--- src/rtl/drive_sequencer.sv ---
// drive_sequencer: motor drive sequencer. Ramps the PWM duty toward a
// commanded target, inserts a coast interval before any direction reversal,
// and handles overcurrent faults with a cooldown/retry scheme that escalates
// to a latched lockout after repeated faults.
module drive_sequencer #(
  parameter int DUTY_W    = 8,
  parameter int RAMP_DIV  = 256,
  parameter int DEAD_CYC  = 1000,
  parameter int COOL_CYC  = 50000,
  parameter int MAX_RETRY = 3
) (
  input  logic              clk,
  input  logic              rst_n,
  input  logic              cmd_valid,
  input  logic              cmd_dir,
  input  logic [DUTY_W-1:0] cmd_duty,
  input  logic              over_i,
  input  logic              clear_i,
  output logic [DUTY_W-1:0] duty_o,
  output logic              dir_o,
  output logic              drive_en_o,
  output logic [2:0]        state_o,
  output logic [1:0]        fault_cnt_o,
  output logic              lockout_o
);

  localparam int RAMP_W = $clog2(RAMP_DIV + 1);
  localparam int DEAD_W = $clog2(DEAD_CYC + 1);
  localparam int COOL_W = $clog2(COOL_CYC + 1);

  localparam logic [RAMP_W-1:0] RAMP_LAST = RAMP_W'(RAMP_DIV - 1);
  localparam logic [DEAD_W-1:0] DEAD_LAST = DEAD_W'(DEAD_CYC - 1);
  localparam logic [COOL_W-1:0] COOL_LAST = COOL_W'(COOL_CYC - 1);
  localparam logic [1:0]        RETRY_LIM = 2'(MAX_RETRY);

  typedef enum logic [2:0] {
    ST_IDLE    = 3'd0,
    ST_RUN     = 3'd1,
    ST_BRAKE   = 3'd2,
    ST_COOL    = 3'd3,
    ST_LOCKOUT = 3'd4
  } state_t;

  logic              over_meta_q;
  logic              over_s_q;
  logic [DUTY_W-1:0] tgt_duty_q;
  logic              tgt_dir_q;
  state_t            state_q;
  logic [DUTY_W-1:0] duty_q;
  logic              dir_q;
  logic              drive_en_q;
  logic [1:0]        fault_cnt_q;
  logic              lockout_q;
  logic [RAMP_W-1:0] ramp_cnt_q;
  logic [DEAD_W-1:0] dead_cnt_q;
  logic [COOL_W-1:0] cool_cnt_q;
  logic [COOL_W-1:0] clean_cnt_q;

  logic [DUTY_W-1:0] goal_duty;
  logic [DUTY_W-1:0] duty_step_d;
  logic [1:0]        fault_cnt_d;
  logic              fault_hit;
  logic              clear_ok;

  // Two-flop synchronizer for the asynchronous overcurrent comparator.
  always_ff @(posedge clk or negedge rst_n) begin
    if (!rst_n) begin
      over_meta_q <= 1'b0;
      over_s_q    <= 1'b0;
    end else begin
      over_meta_q <= over_i;
      over_s_q    <= over_meta_q;
    end
  end

  // Next ramp value, saturating fault increment and fault/clear qualifiers.
  always_comb begin
    // A pending reversal ramps toward zero before the direction may change.
    goal_duty   = (tgt_dir_q != dir_q) ? '0 : tgt_duty_q;
    duty_step_d = duty_q;
    if (duty_q < goal_duty) begin
      duty_step_d = duty_q + DUTY_W'(1);
    end else if (duty_q > goal_duty) begin
      duty_step_d = duty_q - DUTY_W'(1);
    end
    fault_cnt_d = (fault_cnt_q == 2'd3) ? 2'd3 : fault_cnt_q + 2'd1;
    fault_hit   = over_s_q && ((state_q == ST_RUN) || (state_q == ST_BRAKE));
    clear_ok    = clear_i && !over_s_q;
  end

  // Target registers: commands load outside LOCKOUT; a lockout clear zeroes the duty.
  always_ff @(posedge clk or negedge rst_n) begin
    if (!rst_n) begin
      tgt_duty_q <= '0;
      tgt_dir_q  <= 1'b0;
    end else if (state_q == ST_LOCKOUT) begin
      if (clear_ok) begin
        tgt_duty_q <= '0;
      end
    end else if (cmd_valid) begin
      tgt_duty_q <= cmd_duty;
      tgt_dir_q  <= cmd_dir;
    end
  end

  // Sequencer FSM with registered duty, direction, enable and fault outputs.
  always_ff @(posedge clk or negedge rst_n) begin
    if (!rst_n) begin
      state_q     <= ST_IDLE;
      duty_q      <= '0;
      dir_q       <= 1'b0;
      drive_en_q  <= 1'b0;
      fault_cnt_q <= 2'd0;
      lockout_q   <= 1'b0;
      ramp_cnt_q  <= '0;
      dead_cnt_q  <= '0;
      cool_cnt_q  <= '0;
      clean_cnt_q <= '0;
    end else begin
      // The clean-run window only accumulates while settled in RUN.
      clean_cnt_q <= '0;
      if (fault_hit) begin
        // Fault wins over any ramp step or transition in the same cycle.
        duty_q      <= '0;
        drive_en_q  <= 1'b0;
        fault_cnt_q <= fault_cnt_d;
        cool_cnt_q  <= '0;
        if (fault_cnt_d >= RETRY_LIM) begin
          state_q   <= ST_LOCKOUT;
          lockout_q <= 1'b1;
        end else begin
          state_q <= ST_COOL;
        end
      end else begin
        case (state_q)
          ST_IDLE: begin
            duty_q     <= '0;
            drive_en_q <= 1'b0;
            if (tgt_duty_q != '0) begin
              state_q    <= ST_RUN;
              dir_q      <= tgt_dir_q;
              drive_en_q <= 1'b1;
              ramp_cnt_q <= '0;
            end
          end
          ST_RUN: begin
            if (ramp_cnt_q == RAMP_LAST) begin
              ramp_cnt_q <= '0;
              duty_q     <= duty_step_d;
            end else begin
              ramp_cnt_q <= ramp_cnt_q + RAMP_W'(1);
            end
            if (duty_q == tgt_duty_q) begin
              if (clean_cnt_q == COOL_LAST) begin
                fault_cnt_q <= 2'd0;
                clean_cnt_q <= '0;
              end else begin
                clean_cnt_q <= clean_cnt_q + COOL_W'(1);
              end
            end
            if ((tgt_dir_q != dir_q) && (duty_q == '0)) begin
              state_q    <= ST_BRAKE;
              drive_en_q <= 1'b0;
              dead_cnt_q <= '0;
            end else if ((duty_q == '0) && (tgt_duty_q == '0)) begin
              state_q    <= ST_IDLE;
              drive_en_q <= 1'b0;
            end
          end
          ST_BRAKE: begin
            duty_q     <= '0;
            drive_en_q <= 1'b0;
            if (dead_cnt_q == DEAD_LAST) begin
              dir_q      <= tgt_dir_q;
              ramp_cnt_q <= '0;
              if (tgt_duty_q != '0) begin
                state_q    <= ST_RUN;
                drive_en_q <= 1'b1;
              end else begin
                state_q <= ST_IDLE;
              end
            end else begin
              dead_cnt_q <= dead_cnt_q + DEAD_W'(1);
            end
          end
          ST_COOL: begin
            duty_q     <= '0;
            drive_en_q <= 1'b0;
            if (over_s_q) begin
              cool_cnt_q <= '0;
            end else if (cool_cnt_q == COOL_LAST) begin
              dir_q      <= tgt_dir_q;
              ramp_cnt_q <= '0;
              if (tgt_duty_q != '0) begin
                state_q    <= ST_RUN;
                drive_en_q <= 1'b1;
              end else begin
                state_q <= ST_IDLE;
              end
            end else begin
              cool_cnt_q <= cool_cnt_q + COOL_W'(1);
            end
          end
          ST_LOCKOUT: begin
            duty_q     <= '0;
            drive_en_q <= 1'b0;
            if (clear_ok) begin
              state_q     <= ST_IDLE;
              fault_cnt_q <= 2'd0;
              lockout_q   <= 1'b0;
            end
          end
          default: begin
            state_q    <= ST_IDLE;
            duty_q     <= '0;
            drive_en_q <= 1'b0;
            lockout_q  <= 1'b0;
          end
        endcase
      end
    end
  end

  assign duty_o      = duty_q;
  assign dir_o       = dir_q;
  assign drive_en_o  = drive_en_q;
  assign state_o     = state_q;
  assign fault_cnt_o = fault_cnt_q;
  assign lockout_o   = lockout_q;

endmodule

--- config.mk ---
export PLATFORM = sky130hd
export DESIGN_NAME = drive_sequencer
export DESIGN_NICKNAME = d
export VERILOG_FILES = /design/src/rtl/drive_sequencer.sv
export SDC_FILE = /design/constraint.sdc
export NUM_CORES = 1
export LEC_CHECK = 0
export ABC_AREA = 1
export BUFFER_PORTS_ARGS = -buffer_cell sky130_fd_sc_hd__buf_2
export CAP_MARGIN = 10
export CORE_ASPECT_RATIO = 1.2
export CORE_MARGIN = 2
export CORE_UTILIZATION = 35
export DETAILED_ROUTE_END_ITERATION = 8
export GPL_TIMING_DRIVEN = 0
export SETUP_SLACK_MARGIN = 0.1
export SLEW_MARGIN = 20
export SYNTH_ARGS = -nofsm -noshare
export SYNTH_HDL_FRONTEND = slang
export SYNTH_SLANG_ARGS = --single-unit
--- constraint.sdc ---
create_clock -name clk -period 2.61 [get_ports clk]
set_input_delay 0.1305 -clock clk [delete_from_list [all_inputs] [get_ports clk]]
set_output_delay 0.1305 -clock clk [all_outputs]
set_load 0.03 [all_outputs]
# [Word-level counts from Yosys, hierarchy flattened]
# Index checks and enable logic that the tools add are counted.
[word_totals] register_bits=78 in_bits=14
[op_classes] add_sub_neg=7 n_lt_le_gt_ge=3 n_eq_ne=31 mux=60 n_bitwise=2 n_reduce_logical=27
[ops] cell="2-to-1 mux 16 bit" n=8
[ops] cell="2-to-1 mux 8 bit" n=9
[ops] cell="2-to-1 mux 9 bit" n=5
[ops] cell="case mux 9 bit (4 select lines)" n=1
[ops] cell="adder 16 x 1 -> 16 bit, second input constant" n=2
[ops] cell="equality test 16 bit, second input constant" n=2
[ops] cell="2-to-1 mux 3 bit" n=9
[ops] cell="2-to-1 mux 10 bit" n=2
[ops] cell="case mux 10 bit (2 select lines)" n=1
[ops] cell="AND reduction 6 bit" n=3
[ops] cell="zero test 8 bit" n=2
[ops] cell="2-to-1 mux 1 bit" n=15
[ops] cell="inequality test 3 bit, second input constant" n=5
[ops] cell="case mux 3 bit (5 select lines)" n=1
[ops] cell="inequality test 3 x 2 -> 1 bit, second input constant" n=4
[ops] cell="adder 10 x 1 -> 10 bit, second input constant" n=1
[ops] cell="equality test 10 bit, second input constant" n=1
[ops] cell="2-to-1 mux 2 bit" n=5
[ops] cell="inequality test 2 bit, second input constant" n=5
[ops] cell="adder 9 x 1 -> 9 bit, second input constant" n=1
[ops] cell="equality test 9 x 8 -> 1 bit, second input constant" n=1
[ops] cell="adder 8 x 1 -> 8 bit, second input constant" n=1
[ops] cell="equality test 8 bit" n=1
[ops] cell="> comparator 8 bit" n=1
[ops] cell="other kinds (29)" n=44

# [Depth between registers and ports, before layout]
# Gate-level depths: netlist of the first run.
[depth] ltp_word=8 mapped_depth=21 mapped_depth_nobuf=21

# [Worst setup path after synthesis of the first run]
# Ideal clock, no wire load.
[synth_path] kind="register to register" startpoint="register dir_q, in the netlist dir_o" endpoint="register duty_q[7], in the netlist duty_o[7]" setup_time_ps=117 t_arrival_ps=2758 required_ps=2493 path_slack_ps=-265 stages_incl_launch_ff=17 path_buffers=0 period_less_slack_ps=2875 path_cell_list="dfrtp_1 > or2_2 > nand2_1 > inv_1 > nand2_1 > ha_1 > a21oi_1 > nor2_1 > nor2_1 > nand2_1 > ha_1 > a21oi_1 > o21ai_0 > a21oi_1 > nand3_1 > nand3_1 > nand2_1"
[synth_via] elab_chain_len=7 word_cells_on_any_way=10
[synth_rtl] item="from (decl)" line="50" text="logic dir_q;"
[synth_rtl] item="from (signal assigned)" line="141" text="dir_q <= tgt_dir_q;"
[synth_rtl] item="from (signal assigned)" line="174" text="dir_q <= tgt_dir_q;"
[synth_rtl] item="from (signal assigned)" line="192" text="dir_q <= tgt_dir_q;"
[synth_rtl] item="inequality test 1 bit (*)" line="79" text="goal_duty = (tgt_dir_q != dir_q) ? '0 : tgt_duty_q;"
[synth_rtl] item="2-to-1 mux 8 bit (*)" line="79"
[synth_rtl] item="less-than comparator 8 bit" line="81" text="if (duty_q < goal_duty) begin"
[synth_rtl] item="2-to-1 mux 8 bit" line="81"
[synth_rtl] item="2-to-1 mux 8 bit" line="147" text="if (ramp_cnt_q == RAMP_LAST) begin"
[synth_rtl] item="2-to-1 mux 8 bit" line="135" text="case (state_q)"
[synth_rtl] item="2-to-1 mux 8 bit" line="122" text="if (fault_hit) begin"
[synth_rtl] item="to (signal assigned)" line="149" text="duty_q <= duty_step_d;"
[synth_rtl] item="to (decl)" line="49" text="logic [DUTY_W-1:0] duty_q;"
# Mark *: on every way between the ends. The rest lies on a longest branch, timed or not. The select of a mux whose other input is x is not followed.
# A chain may end at the register's enable or synchronous reset.

# [Worst setup path after layout of the first run]
[layout_path] startpoint="register dir_q, in the netlist dir_o" endpoint="register duty_q[5], in the netlist duty_o[5]"
# The elaborated chain is that of the path after synthesis.

==> impl_metrics.yaml, run 1 <==
timing:
  relSlewSlack_pct: 65.16
  fin_crit_ns: 2.641
  finalSetupViolations: 3
  worst_pin_slew_ns: 0.5186
  layout_setup_ws_ns: -0.03067
  whs_ns: 0.01149
  finalSetupTns_ns: -0.08999
  max_freq_mhz: 378.7
  clock_skew_ns: 0.009018
  rsz0062_at_grt: "yes"
  drv_slew: 0
  finalHoldViolations: 0
  fin_crit_sh_pct: 101.2
global_route:
  grt_max_degree: 49
  antenna_found_initial: 0
  grt_pass1_wl_um: 19540
  gr-usage-all-layers_pct: 15.87
  grt.overflow.total: 0
  grt_pass1_vias: 4296
logic_synthesis:
  async_flop_share_pct: 100.0
  synth_top_area_share_pct: 39.45
  synth_edf_count: 0
  netlist_instances: 666
  yosysSeqAreaShare_pct: 39.45
  synth-seq-cells: 78
  synth_area_um2: 4947
  syn_area_per_cell_um2: 7.428
  yosys_warnings: 0
  post-synth-top-count-cell: "nand2_1"
  yosys.area.top_type: "dfrtp_1"
  synthTopCellsByArea: "dfrtp_1 39%, nand2_1 14%, nand3_1 5.9%"
  synthFlopType: "dfrtp_1"
  syn_nets: 699
  synth.top_cells.by_count: "186 x nand2_1, 78 x dfrtp_1, 71 x inv_1, 71 x nor2_1, 58 x nand3_1"
  yosysUniqueCellTypes: 42
drt:
  drt-wirelength-per-cell_um: 12.92
  top_layer: "met4"
  vias_per_cell: 5.012
  vias: 4521
  dr_wl_met3_um: 512
  drtIter0Drc: 255
  dr_wl_met2_um: 5873
  first_pass_iters: 5
  wl_met1_um: 5060
  finalWirelength_um: 11660
  drc: 0
  ant_nets: 0
power_and_ir_drop:
  p_per_area_nw_per_um2: 1154
  ir_drop_mv: 1.469
  p_leak_uw: 0.002843
  p_total_uw: 7062
cts:
  cts_tree: "yes"
  clk_latency_ns: 0.35
  cts.clk_slew.worst_paths_ns: 0.07
  cts_buffer_depth: 2
  cts_made_buffers: 9
  htree_levels: 3
  clock-sinks: 78
  cts_root_buf: "clkbuf_16"
place:
  dp_hpwl_um: 8506
  portBuffers: 28
  place_area_um2: 5440
  routabilityCongestion: 0.8987
  place_ws_ns: -0.1710
setup_path:
  path_buf_inv: 1
  worstPathArrival_ns: 2.87
  worstSetupEndpointType: "flop"
  cp-start-kind: "flop"
  crit_required_ns: 2.84
  crit_fanout: 8
  cp_common_cell: "nand2_2"
  worstPathCellList: "or2_4 -> nand2_8 -> clkinv_8 -> nand2_2 -> ha_4 -> nand2_2 -> nor2_2 -> nor2_4 -> nand2_8 -> ha_4 -> a21oi_2 -> nand2_2 -> nand3_2 -> nand2_1 -> xor2_1 -> nand2_1 -> o21ai_1"
  crit_path_top_delay_cell: "dfrtp_2"
  crit_family: "simple AND/OR/NAND/NOR gates"
  critPathKind: "reg -> reg"
  cp_slowest_stage_delay_ns: 0.42
job:
  cap_viol_max_count: 0
floorplan:
  die-height_um: 134.2
  core_region_area_um2: 13820
  ioPinCount: 30
  dieArea_um2: 15110
  die_x_um: 112.5
  row_count: 47
  start_util_pct: 35.80
min_path:
  hold_path_class: "in -> reg"
finish:
  fillers: 1330
  antenna_cells: 0
  syn_to_final_growth_pct: 23.67
  nets: 759
  layout-drive-gt1-share_pct: 20.93
  stdcell_area_um2: 6118
outcome:
  status: "finished with violations"
  violations: "negative setup slack"
-- layout make-up --
| type | count | area, um2 | share of cell area [%] |
|---|---|---|---|
| Clock buffer | 11 | 252.7 | 4.131 |
| Tap cell | 171 | 214.0 | 3.497 |
| Multi-Input combinational cell | 504 | 2959 | 48.36 |
| Sequential cell | 78 | 1953 | 31.92 |
| Clock inverter | 5 | 57.56 | 0.9407 |
| Inverter | 78 | 310.3 | 5.072 |
| Buffer | 6 | 42.54 | 0.6953 |
| Timing Repair Buffer | 49 | 329.1 | 5.378 |
-- cell usage in the layout, fill, tap and decap left out, types with 3 or more instances in the layout --
| master | netlist | layout |
|---|---|---|
| buf_4 | 1 | 19 |
| nand2_1 | 186 | 169 |
| o31ai_1 | 3 | 3 |
| o21ai_1 | 12 | 12 |
| nand2_4 | 6 | 9 |
| xor2_1 | 19 | 19 |
| nor3b_1 | 3 | 3 |
| nand4_1 | 19 | 19 |
| nand3_1 | 58 | 55 |
| nor2_4 | 2 | 4 |
| nand3_2 | 0 | 3 |
| buf_2 | 1 | 28 |
| inv_2 | 6 | 10 |
| nand2_2 | 3 | 15 |
| o21ai_0 | 26 | 26 |
| dfrtp_1 | 78 | 77 |
| inv_1 | 71 | 65 |
| nor3_1 | 25 | 25 |
| a21oi_1 | 19 | 14 |
| xnor2_1 | 5 | 4 |
| clkbuf_16 | 0 | 9 |
| ha_4 | 0 | 11 |
| buf_6 | 2 | 3 |
| clkinvlp_4 | 0 | 3 |
| nor2_1 | 71 | 68 |
| a21oi_2 | 0 | 3 |
| ha_1 | 18 | 7 |
| or2_2 | 8 | 7 |
-- per-layer routing --
| layer | vias to the layer above | track usage (%) |
|---|---|---|
| li1 | 2292 | - |
| met1 | 2119 | 19.32 |
| met2 | 90 | 27.44 |
| met3 | 20 | 3.208 |
| met4 | 0 | 6.504 |
| met5 | - | 0 |
-- cells by family (layout without fill, tap and decap cells) --
group / count (synthesis) / count (layout) / share of synthesized area [%]
AOI/OAI and AO/OA: 67 / 67 / 7.334
adders and majority gates: 19 / 19 / 4.957
DFF: 78 / 78 / 39.45
and+or+nand+nor: 394 / 394 / 37.18
xor gates and xnor gates: 24 / 24 / 4.249
buffers and inverters: 84 / 149 / 6.828
-- metrics by stage --
| stage | util [%] | std cells |
|---|---|---|
| after floorplan | - | 666 |
| after global placement | 39.15 | 865 |
| after detailed placement | 39.37 | 866 |
| after CTS | 43.14 | 896 |
| after global routing | 44.27 | 902 |
| final | 44.27 | 902 |
-- power breakdown --
part | internal (uW) | total, uW | switching (uW)
combinational | 1710 | 4100 | 2390
clock | 791 | 1300 | 511
sequential | 1390 | 1660 | 273
-- state kept, by name, indices dropped and copies added (netlist names) --
| signal | cells |
|---|---|
| over_s_q | 1 |
| drive_en_o | 1 |
| tgt_dir_q | 1 |
| state_o | 3 |
| lockout_o | 1 |
| over_meta_q | 1 |
| dead_cnt_q | 10 |
| fault_cnt_o | 2 |
| cool_cnt_q | 16 |
| tgt_duty_q | 8 |
| duty_o | 8 |
| clean_cnt_q | 16 |
| ramp_cnt_q | 9 |
| dir_o | 1 |
-- worst min-delay path, stage by stage --
cell and delay (ns):
buf_2 0.08, nand3_1 0.06, nand2_1 0.06
-- what timing repair did --
item / in CTS / in global routing
pin swaps: 22 / 18
buffers inserted: 12 / 6
gates resized for setup: 25 / 19
hold buffers: 2 / 0
endpoints found under the setup margin: 6 / 8
endpoints found under the hold margin: 31 / 0
-- worst paths after layout --
| path | from | to | slack (ns) | cells past startpoint |
|---|---|---|---|---|
| hold reg to reg | over_meta_q | over_s_q | 0.35 | 0 |
| setup / recovery | dir_o | duty_o[5] | -0.03 | 17 |
| max in group asynchronous | rst_n | tgt_duty_q[6] | 1.78 | 3 |
| setup reg to reg | dir_o | duty_o[5] | -0.03 | 17 |
| hold / removal | cmd_duty[2] | tgt_duty_q[2] | 0.01 | 3 |
| min in group asynchronous | rst_n | dead_cnt_q[1] | 0.26 | 2 |
Note: power is estimated with default switching activity, not from simulation.
==> run 2: changes to the inputs <==
CELL_PAD_IN_SITES_DETAIL_PLACEMENT = 0   (was not set)
CELL_PAD_IN_SITES_GLOBAL_PLACEMENT = 2   (was not set)
CORE_UTILIZATION = 32   (was 35)
HOLD_SLACK_MARGIN = 0.03   (was not set)
PLACE_DENSITY_LB_ADDON = 0.1   (was not set)
==> run 2 against run 1 <==
Clock skew decreased by 0.0028 ns. Wire length rose by 13%. Final cell count up 3.8%. The flow still finishes with violations (negative setup slack). Non-clock buffer count is the same. Combinational power rose by 2%. Global-route usage up 0.67 points. Count of clock-buffer cells in the layout shrank 1. Largest cell class unchanged.
==> impl_metrics.yaml, run 2 (synthesis results as in run 1) <==
drt:
  vias: 4415
  first_pass_iters: 4
  top_layer: "met4"
  finalWirelength_um: 13150
  drt-wirelength-per-cell_um: 14.04
  drtIter0Drc: 107
  vias_per_cell: 4.717
  dr_wl_met3_um: 181
  drc: 0
  ant_nets: 0
  dr_wl_met2_um: 6936
  wl_met1_um: 5838
timing:
  worst_pin_slew_ns: 0.5626
  rsz0062_at_grt: "yes"
  finalHoldViolations: 0
  clock_skew_ns: 0.006178
  relSlewSlack_pct: 62.20
  fin_crit_sh_pct: 101.9
  max_freq_mhz: 376.1
  fin_crit_ns: 2.659
  finalSetupViolations: 3
  drv_slew: 0
  finalSetupTns_ns: -0.09305
  layout_setup_ws_ns: -0.04889
floorplan:
  start_util_pct: 32.80
  die-height_um: 140.2
  row_count: 49
  core_region_area_um2: 15080
  dieArea_um2: 16470
  die_x_um: 117.5
  ioPinCount: 30
power_and_ir_drop:
  comb_power_share_pct: 58.4
  ir_drop_mv: 0.4431
  p_per_area_nw_per_um2: 1154
  intPower_uw: 3881
  seqPwrFrac_pct: 23.3
  p_leak_uw: 0.002879
  p_clk_share_pct: 18.3
  p_sw_share_pct: 45.81
  p_switching_uw: 3282
  p_total_uw: 7163
global_route:
  grt_pass1_vias: 4504
  grt.overflow.total: 0
  antenna_found_initial: 0
  gr-usage-all-layers_pct: 16.55
  grt_pass1_wl_um: 21980
  grt_max_degree: 41
cts:
  clock-sinks: 78
  cts_root_buf: "clkbuf_16"
  cts_tree: "yes"
  clk_latency_ns: 0.34
  htree_levels: 3
  cts_buffer_depth: 2
  cts.clk_slew.worst_paths_ns: 0.06
  cts_made_buffers: 9
setup_path:
  worstPathArrival_ns: 2.89
  cp-start-kind: "flop"
  crit_fanout: 7
  worstSetupEndpointType: "flop"
  critPathKind: "reg -> reg"
  cp_slowest_stage_delay_ns: 0.42
  worstPathCellList: "or2_4 -> nand2_4 -> inv_8 -> nand2_4 -> ha_4 -> a21oi_4 -> nor2_4 -> nor2_4 -> nand2_8 -> inv_4 -> fa_2 -> inv_2 -> buf_4 -> buf_4 -> or2_2 -> nand3_1 -> nand2_1"
  crit_path_top_delay_cell: "dfrtp_2"
  crit_required_ns: 2.84
place:
  dp.cells: 899
  dp_hpwl_um: 9750
  portBuffers: 28
  routabilityCongestion: 0.7863
  place_area_um2: 5474
finish:
  stdcell_area_um2: 6208
  layout_common_cells: "169 x nand2_1, 77 x dfrtp_1, 67 x nor2_1"
  reg.largest.list: "clean_cnt_q x16, cool_cnt_q x16, dead_cnt_q x10"
  layout-drive-gt1-share_pct: 21.04
  layout.cells.non_filler: 936
  multi_input_area_um2: 3000
  final_common_cell: "nand2_1"
  antenna_cells: 0
  utilization_pct: 41.16
  nets: 760
  regArea_um2: 1953
  syn_to_final_growth_pct: 25.49
  fillers: 1618
outcome:
  status: "finished with violations"
  violations: "negative setup slack"
job:
  cap_viol_max_count: 0
min_path:
  hold_path_class: "in -> reg"
run 2: cell count changes in the layout (fill, tap and decap cells not counted), moves of 3 or more:
cell and change:
clkinv_4 +3, clkinvlp_4 -3, nand2_4 +3, buf_4 -4
run 2: routing by layer:
metal,up-vias,track usage [%]
met5,-,0
met4,0,6.088
met1,2076,19.52
met3,11,2.158
li1,2297,-
met2,31,30.62
run 2: path summary, 6_finish.rpt:
path	start	end	slack, ns	depth (start not counted)
worst max-delay path	dir_o	duty_o[2]	-0.05	17
worst min-delay path	cmd_duty[2]	tgt_duty_q[2]	0.04	3
worst max register to register	dir_o	duty_o[2]	-0.05	17
worst min register to register	over_meta_q	over_s_q	0.35	0
max in group asynchronous	rst_n	ramp_cnt_q[5]	1.65	3
min in group asynchronous	rst_n	duty_o[6]	0.33	2
run 2: worst max-delay path: cells and delay by family (launching register included):
kind | cells | cell delay, ns
simple gates | 9 | 1.17
flops | 1 | 0.42
buf+inv | 5 | 0.42
fa+ha+maj | 2 | 0.40
compound gates | 1 | 0.13
run 2: power by group through the flow:
stage	Clock, uW	Combinational, uW	Sequential [uW]
4_1_cts	1370	3670	1660
6_report	1310	4180	1670
3_3_place_gp	0	3180	1680
3_5_place_dp	0	3230	1680
2_1_floorplan	0	2270	1800
5_1_grt	1410	4590	1710
run 2: cell type report:
class / count / share of cell area [%]
plain buffers: 6 / 0.6852
clock buffers: 10 / 3.849
multi-input cells: 505 / 48.33
well taps: 204 / 4.111
repair buffers: 49 / 5.522
inverters: 78 / 4.917
flip-flops and latches: 78 / 31.46
clock inverters: 6 / 1.129
run 2: stage by stage:
| step | setup slack (ns) | hold WS, ns |
|---|---|---|
| 2_1_floorplan | 0.07738 | -0.1651 |
| 3_3_place_gp | -0.1813 | 0.2450 |
| 3_5_place_dp | -0.1884 | 0.1583 |
| 4_1_cts | -0.03861 | 0.03369 |
| 5_1_grt | -0.2183 | 0.05134 |
| 6_report | -0.04889 | 0.03915 |
run 2: what timing repair did:
action | CTS | global route
hold buffers | 4 | 0
pin swaps | 11 | 30
hold endpoints to repair | 42 | 0
gates resized for setup | 22 | 30
endpoints found under the setup margin | 7 | 7
setup buffers | 7 | 9
cloned | 1 | 0
